File: src/rtl/mul_div_unit.sv
// Iterative RV32M multiply/divide unit.
// Shift-add multiplier and restoring divider share one accumulator pair.
// Every op takes a fixed XLEN iterations, then the result is shown for one cycle.
module mul_div_unit #(
    parameter int XLEN = 32
) (
    input  logic            clk_i,
    input  logic            rst_ni,
    input  logic            start_i,
    input  logic            kill_i,
    input  logic [2:0]      funct3_i,
    input  logic [XLEN-1:0] op_a_i,
    input  logic [XLEN-1:0] op_b_i,
    output logic            stall_o,
    output logic            valid_o,
    output logic [XLEN-1:0] result_o
);
    localparam int CW = $clog2(XLEN);

    typedef enum logic [1:0] {IDLE, CALC, DONE} state_t;

    state_t          state;
    logic [CW-1:0]   cnt;
    logic [2:0]      f3;
    logic [XLEN-1:0] hi;      // product high half / partial remainder
    logic [XLEN-1:0] lo;      // multiplier bits / dividend-then-quotient bits
    logic [XLEN-1:0] mc;      // multiplicand magnitude / divisor magnitude
    logic            a_neg;
    logic            b_neg;
    logic            b_zero;

    // Operand preparation: signedness from funct3, then magnitudes
    logic            a_signed, b_signed, a_sgn, b_sgn;
    logic [XLEN-1:0] a_mag, b_mag;

    // Decode signedness and take absolute values of the incoming operands
    always_comb begin
        a_signed = (funct3_i == 3'b001) || (funct3_i == 3'b010) ||
                   (funct3_i == 3'b100) || (funct3_i == 3'b110);
        b_signed = (funct3_i == 3'b001) || (funct3_i == 3'b100) ||
                   (funct3_i == 3'b110);
        a_sgn    = a_signed & op_a_i[XLEN-1];
        b_sgn    = b_signed & op_b_i[XLEN-1];
        a_mag    = a_sgn ? (~op_a_i + 1'b1) : op_a_i;
        b_mag    = b_sgn ? (~op_b_i + 1'b1) : op_b_i;
    end

    // One iteration of either algorithm, plus sign-corrected final values
    logic [XLEN:0]     add, trial;
    logic [XLEN-1:0]   diff;
    logic              ge;
    logic [XLEN-1:0]   nxt_hi, nxt_lo;
    logic [2*XLEN-1:0] prod, prod_s;
    logic [XLEN-1:0]   quo, rem, final_res;

    // Datapath step: shift-add for multiply, restoring step for divide
    always_comb begin
        add   = {1'b0, hi} + (lo[0] ? {1'b0, mc} : {(XLEN+1){1'b0}});
        trial = {hi, lo[XLEN-1]};
        ge    = trial >= {1'b0, mc};
        diff  = trial[XLEN-1:0] - mc;
        if (f3[2]) begin
            nxt_hi = ge ? diff : trial[XLEN-1:0];
            nxt_lo = {lo[XLEN-2:0], ge};
        end else begin
            nxt_hi = add[XLEN:1];
            nxt_lo = {add[0], lo[XLEN-1:1]};
        end
        prod   = {nxt_hi, nxt_lo};
        prod_s = (a_neg ^ b_neg) ? (~prod + 1'b1) : prod;
        // A zero divisor gives all-ones regardless of dividend sign; the
        // remainder path already yields op_a since the magnitude passes through.
        quo    = b_zero ? {XLEN{1'b1}} :
                 ((a_neg ^ b_neg) ? (~nxt_lo + 1'b1) : nxt_lo);
        rem    = a_neg ? (~nxt_hi + 1'b1) : nxt_hi;
        case (f3)
            3'b000:                 final_res = prod_s[XLEN-1:0];
            3'b001, 3'b010, 3'b011: final_res = prod_s[2*XLEN-1:XLEN];
            3'b100, 3'b101:         final_res = quo;
            default:                final_res = rem;
        endcase
    end

    // Stall while a request is presented in IDLE and throughout CALC
    always_comb begin
        stall_o = 1'b0;
        if (state == CALC)      stall_o = 1'b1;
        else if (state == IDLE) stall_o = start_i;
    end

    // Control FSM and datapath registers
    always_ff @(posedge clk_i or negedge rst_ni) begin
        if (!rst_ni) begin
            state    <= IDLE;
            cnt      <= '0;
            f3       <= '0;
            hi       <= '0;
            lo       <= '0;
            mc       <= '0;
            a_neg    <= 1'b0;
            b_neg    <= 1'b0;
            b_zero   <= 1'b0;
            valid_o  <= 1'b0;
            result_o <= '0;
        end else begin
            case (state)
                IDLE: begin
                    valid_o <= 1'b0;
                    if (start_i && !kill_i) begin
                        f3     <= funct3_i;
                        a_neg  <= a_sgn;
                        b_neg  <= b_sgn;
                        b_zero <= (op_b_i == '0);
                        hi     <= '0;
                        lo     <= funct3_i[2] ? a_mag : b_mag;
                        mc     <= funct3_i[2] ? b_mag : a_mag;
                        cnt    <= '0;
                        state  <= CALC;
                    end
                end
                CALC: begin
                    if (kill_i) begin
                        state <= IDLE;
                    end else begin
                        hi  <= nxt_hi;
                        lo  <= nxt_lo;
                        cnt <= cnt + 1'b1;
                        if (cnt == CW'(XLEN-1)) begin
                            result_o <= final_res;
                            valid_o  <= 1'b1;
                            state    <= DONE;
                        end
                    end
                end
                default: begin
                    valid_o <= 1'b0;
                    state   <= IDLE;
                end
            endcase
        end
    end
endmodule
File: config.mk
export PLATFORM = sky130hd
export DESIGN_NAME = mul_div_unit
export DESIGN_NICKNAME = d
export VERILOG_FILES = /design/src/rtl/mul_div_unit.sv
export SDC_FILE = /design/constraint.sdc
export NUM_CORES = 1
export LEC_CHECK = 0
export CORE_ASPECT_RATIO = 0.75
export CORE_MARGIN = 2
export CORE_UTILIZATION = 45
export CTS_CLUSTER_SIZE = 25
export DETAILED_ROUTE_END_ITERATION = 10
export PLACE_DENSITY = 0.69
export REMOVE_ABC_BUFFERS = 1
export SYNTH_ARGS = -nofsm -noshare
export SYNTH_HDL_FRONTEND = slang
export SYNTH_SLANG_ARGS = --single-unit
File: constraint.sdc
create_clock -name clk_i -period 8.17 [get_ports clk_i]
set_clock_uncertainty 0.2 [all_clocks]
set_input_delay 1.634 -clock clk_i [delete_from_list [all_inputs] [get_ports clk_i]]
set_output_delay 1.634 -clock clk_i [all_outputs]
set_load 0.02 [all_outputs]
==> implementation parameters <==
Parameter                              Value

Run status
  Status    finished clean

Setup path
  Critical path endpoint    result_o[18]
  Worst R2R End    result_o[18]
  Endpoint type of the worst setup path    register
  Setup crit start kind    register
  Category of the critical setup timing path    reg -> reg
  Required time at the worst-slack endpoint    8.31 ns
  Reg2reg path depth    19
  Highest net fanout along the worst path    14
  Crit path arrival time    6.58 ns
  Minimum setup slack among reg-to-reg paths    1.73 ns
  Beginning of the worst register-to-register path    hi[9]
  Source of the critical timing path    hi[9]

Synthesis
  Mux share of post-synthesis cell area    0.0408
  Async set or reset register ratio after synthesis    1.00
  Adder and majority cell fraction of the synthesized area    0.0563
  Post-synth top flop    sky130_fd_sc_hd__dfrtp_1
  Post-synth EDFFs    0
  Post-synthesis cell type count    111
  Area fraction of the dominant cell type after synthesis    0.218
  Compound-gate portion of the synthesized area    0.292
  Simple-gate portion of the synthesized area    0.248
  Commonest cells in the synthesized netlist    310 x sky130_fd_sc_hd__nand2_1, 225 x sky130_fd_sc_hd__o21ai_0, 191 x sky130_fd_sc_hd__nor2_1
  Average size of a mapped cell    7.35 um2
  Netlist area before placement    16300 um2
  Post-synthesis cell type with the largest combined area    sky130_fd_sc_hd__dfrtp_1
  Largest cells by area after synthesis    sky130_fd_sc_hd__dfrtp_1 22%, sky130_fd_sc_hd__nand2_1 7.2%, sky130_fd_sc_hd__o21ai_0 6.9%
  Syn Inst Count    2214
  Part of the Yosys area used for sequential elements    0.218
  Largest family of logic cells by synthesized area    compound AO/OA/AOI/OAI gates
  Number of register bits inferred by synthesis    142
  Fraction of synthesized cell area in xor and xnor cells    0.0915
  Cell with the most instances after synthesis    sky130_fd_sc_hd__nand2_1
  Number of warnings issued by yosys    0

STA
  Highest Clock Rate    155 MHz
  Pins over their slew limit    0
  Setup repair after global routing missed its margin    false
  Final Hold Viols    0
  Post-route minimum period    6.44 ns
  Transition time at the pin with the least slew margin    1.22 ns
  Hold Worst Slack    0.281 ns
  Final-layout setup total negative slack    0 ns
  Max transition margin    0.188
  Final setup viols    0
  Final clock period utilization by the worst path    0.788

GRT
  Overall fraction of global-route tracks in use    0.356
  Grt ovf    0
  Via count of the first global-routing pass    16158
  First-pass GRT wire length    102000 um
  Pin count of the biggest net entering global routing    91
  Antenna violations before repair    0

Floorplanning
  Overall die width    224 um
  Cell row count    60
  Initial core utilization    0.455
  I/O Pins    105
  Total core area    35700 um2
  Die H    169 um
  Die outline area    37700 um2

Clocking
  Post-CTS setup buffer count    0
  CTS tree    done
  Number of buffers on the longest clock path    2
  Number of gates resized after cts    0
  Clock transition at the registers of the reported paths    0.07 ns
  Cts hold-fix bufs    0
  H-tree levels    4
  Cell chosen for the clock root    sky130_fd_sc_hd__clkbuf_16
  Cts bufs inserted    17
  Sink Count    142
  Worst skew pair latency    0.46 ns

Layout
  Final instance area    18200 um2
  Number of nets in the layout    2381
  Antenna diodes    0
  Synthesis-to-finish area growth    11.7%
  Fraction of layout cells with a size suffix above 1    0.0684

Worst hold path
  Class of the worst hold path    reg -> reg

Drt
  Via-per-instance ratio    6.52
  Number of remaining DRC errors    0
  Routed WL    67900 um
  Antenna Violating Nets Remaining    0
  Violation count after the first detailed-route iteration    2566
  Average routed wire per standard cell    25.0 um
  Number of detailed-route iterations in the first pass    6
  Via count of the routed design    17713

Place
  HPWL after DPL    52300 um
  Placed cell areas    17600 um2
  Final Wtd Congestion    1.01
  Count of port buffers added during placement    104

Flow run
  Maxcap violations    0

Power and ir drop
  Pwr dens    333 nW/um2
  Leak    7.43 nW
  Worst vdd ir    170 uV
worst max-delay path: stages (launching register included):
cell and delay, ns:
sky130_fd_sc_hd__dfrtp_1 0.46, sky130_fd_sc_hd__ha_1 0.49, sky130_fd_sc_hd__a21oi_1 0.32, sky130_fd_sc_hd__o21a_2 0.21, sky130_fd_sc_hd__o22ai_1 0.13, sky130_fd_sc_hd__o31ai_4 0.54
sky130_fd_sc_hd__buf_4 0.32, sky130_fd_sc_hd__a21o_1 0.14, sky130_fd_sc_hd__a31oi_1 0.19, sky130_fd_sc_hd__inv_1 0.28, sky130_fd_sc_hd__ha_1 0.28, sky130_fd_sc_hd__nand2_1 0.07
sky130_fd_sc_hd__nor3b_1 0.37, sky130_fd_sc_hd__a221oi_1 0.23, sky130_fd_sc_hd__nor3_1 0.27, sky130_fd_sc_hd__nand4b_1 0.66, sky130_fd_sc_hd__or2_2 0.59, sky130_fd_sc_hd__o21ai_0 0.15
sky130_fd_sc_hd__nand2_1 0.07, sky130_fd_sc_hd__a221o_1 0.34
metal layers:
layer / GRT usage / routed length (um)
met1: 0.545 / 31700
met2: 0.495 / 27100
met3: 0.0760 / 7250
met4: 0.0997 / 1790
met5: 0 / 0
cells by family after synthesis:
| group | after synthesis |
|---|---|
| xor+xnor | 170 |
| flops | 142 |
| fa+ha+maj | 72 |
| buf+inv | 203 |
| compound gates | 732 |
| mux | 65 |
| simple gates | 830 |
area by class of cell:
type	instances	area (um2)
repair buffers	138	1290
fillers	3548	17600
multi-input cells	1869	11900
clock inverters	15	159
inverters	70	263
flip-flops and latches	142	3560
well taps	465	582
clock buffers	17	425
cell usage in the layout (no fill, tap or decap), types with 54 or more instances in the layout:
cell	Yosys	routed
sky130_fd_sc_hd__a21oi_1	176	176
sky130_fd_sc_hd__xnor2_1	92	91
sky130_fd_sc_hd__inv_1	68	67
sky130_fd_sc_hd__dfrtp_1	142	141
sky130_fd_sc_hd__ha_1	70	70
sky130_fd_sc_hd__xor2_1	78	77
sky130_fd_sc_hd__o21ai_0	225	225
sky130_fd_sc_hd__nand2_1	310	309
sky130_fd_sc_hd__nor3_1	62	61
sky130_fd_sc_hd__clkdlybuf4s50_1	0	102
sky130_fd_sc_hd__mux2i_1	54	54
sky130_fd_sc_hd__nor2_1	191	191
worst min-delay path by stage:
| stage | depth (start not counted) | startpoint | endpoint | slack, ns |
|---|---|---|---|---|
| detailed placement | 2 | result_o[12] | result_o[12] | 0.27 |
| floorplan | 2 | mc[11] | mc[11] | 0.26 |
| global placement | 2 | result_o[1] | result_o[1] | 0.25 |
| CTS | 2 | result_o[12] | result_o[12] | 0.28 |
| global route | 2 | result_o[13] | result_o[13] | 0.30 |
| finish | 2 | result_o[12] | result_o[12] | 0.28 |
registers in the layout, indices dropped and copies added (netlist names):
register / flops
valid_o: 1
hi: 32
state: 2
b_zero: 1
result_o: 32
a_neg: 1
b_neg: 1
lo: 32
cnt: 5
f3: 3
mc: 32
metrics by stage:
stage	worst slack, ns	util	instances	power [mW]
3_3_place_gp	2.12	0.492	2684	5.04
2_1_floorplan	1.60	-	2081	3.76
3_5_place_dp	1.90	0.492	2684	5.06
5_1_grt	1.35	0.508	2716	6.39
6_report	1.73	0.508	2716	6.05
4_1_cts	1.88	0.508	2716	5.90
where the power goes:
group | switching (mW) | internal, mW
sequential | 0.189 | 0.840
clock | 0.372 | 0.453
combinational | 2.76 | 1.43
total | 3.33 | 2.72
No activity file was read; power rests on OpenSTA's default activity.
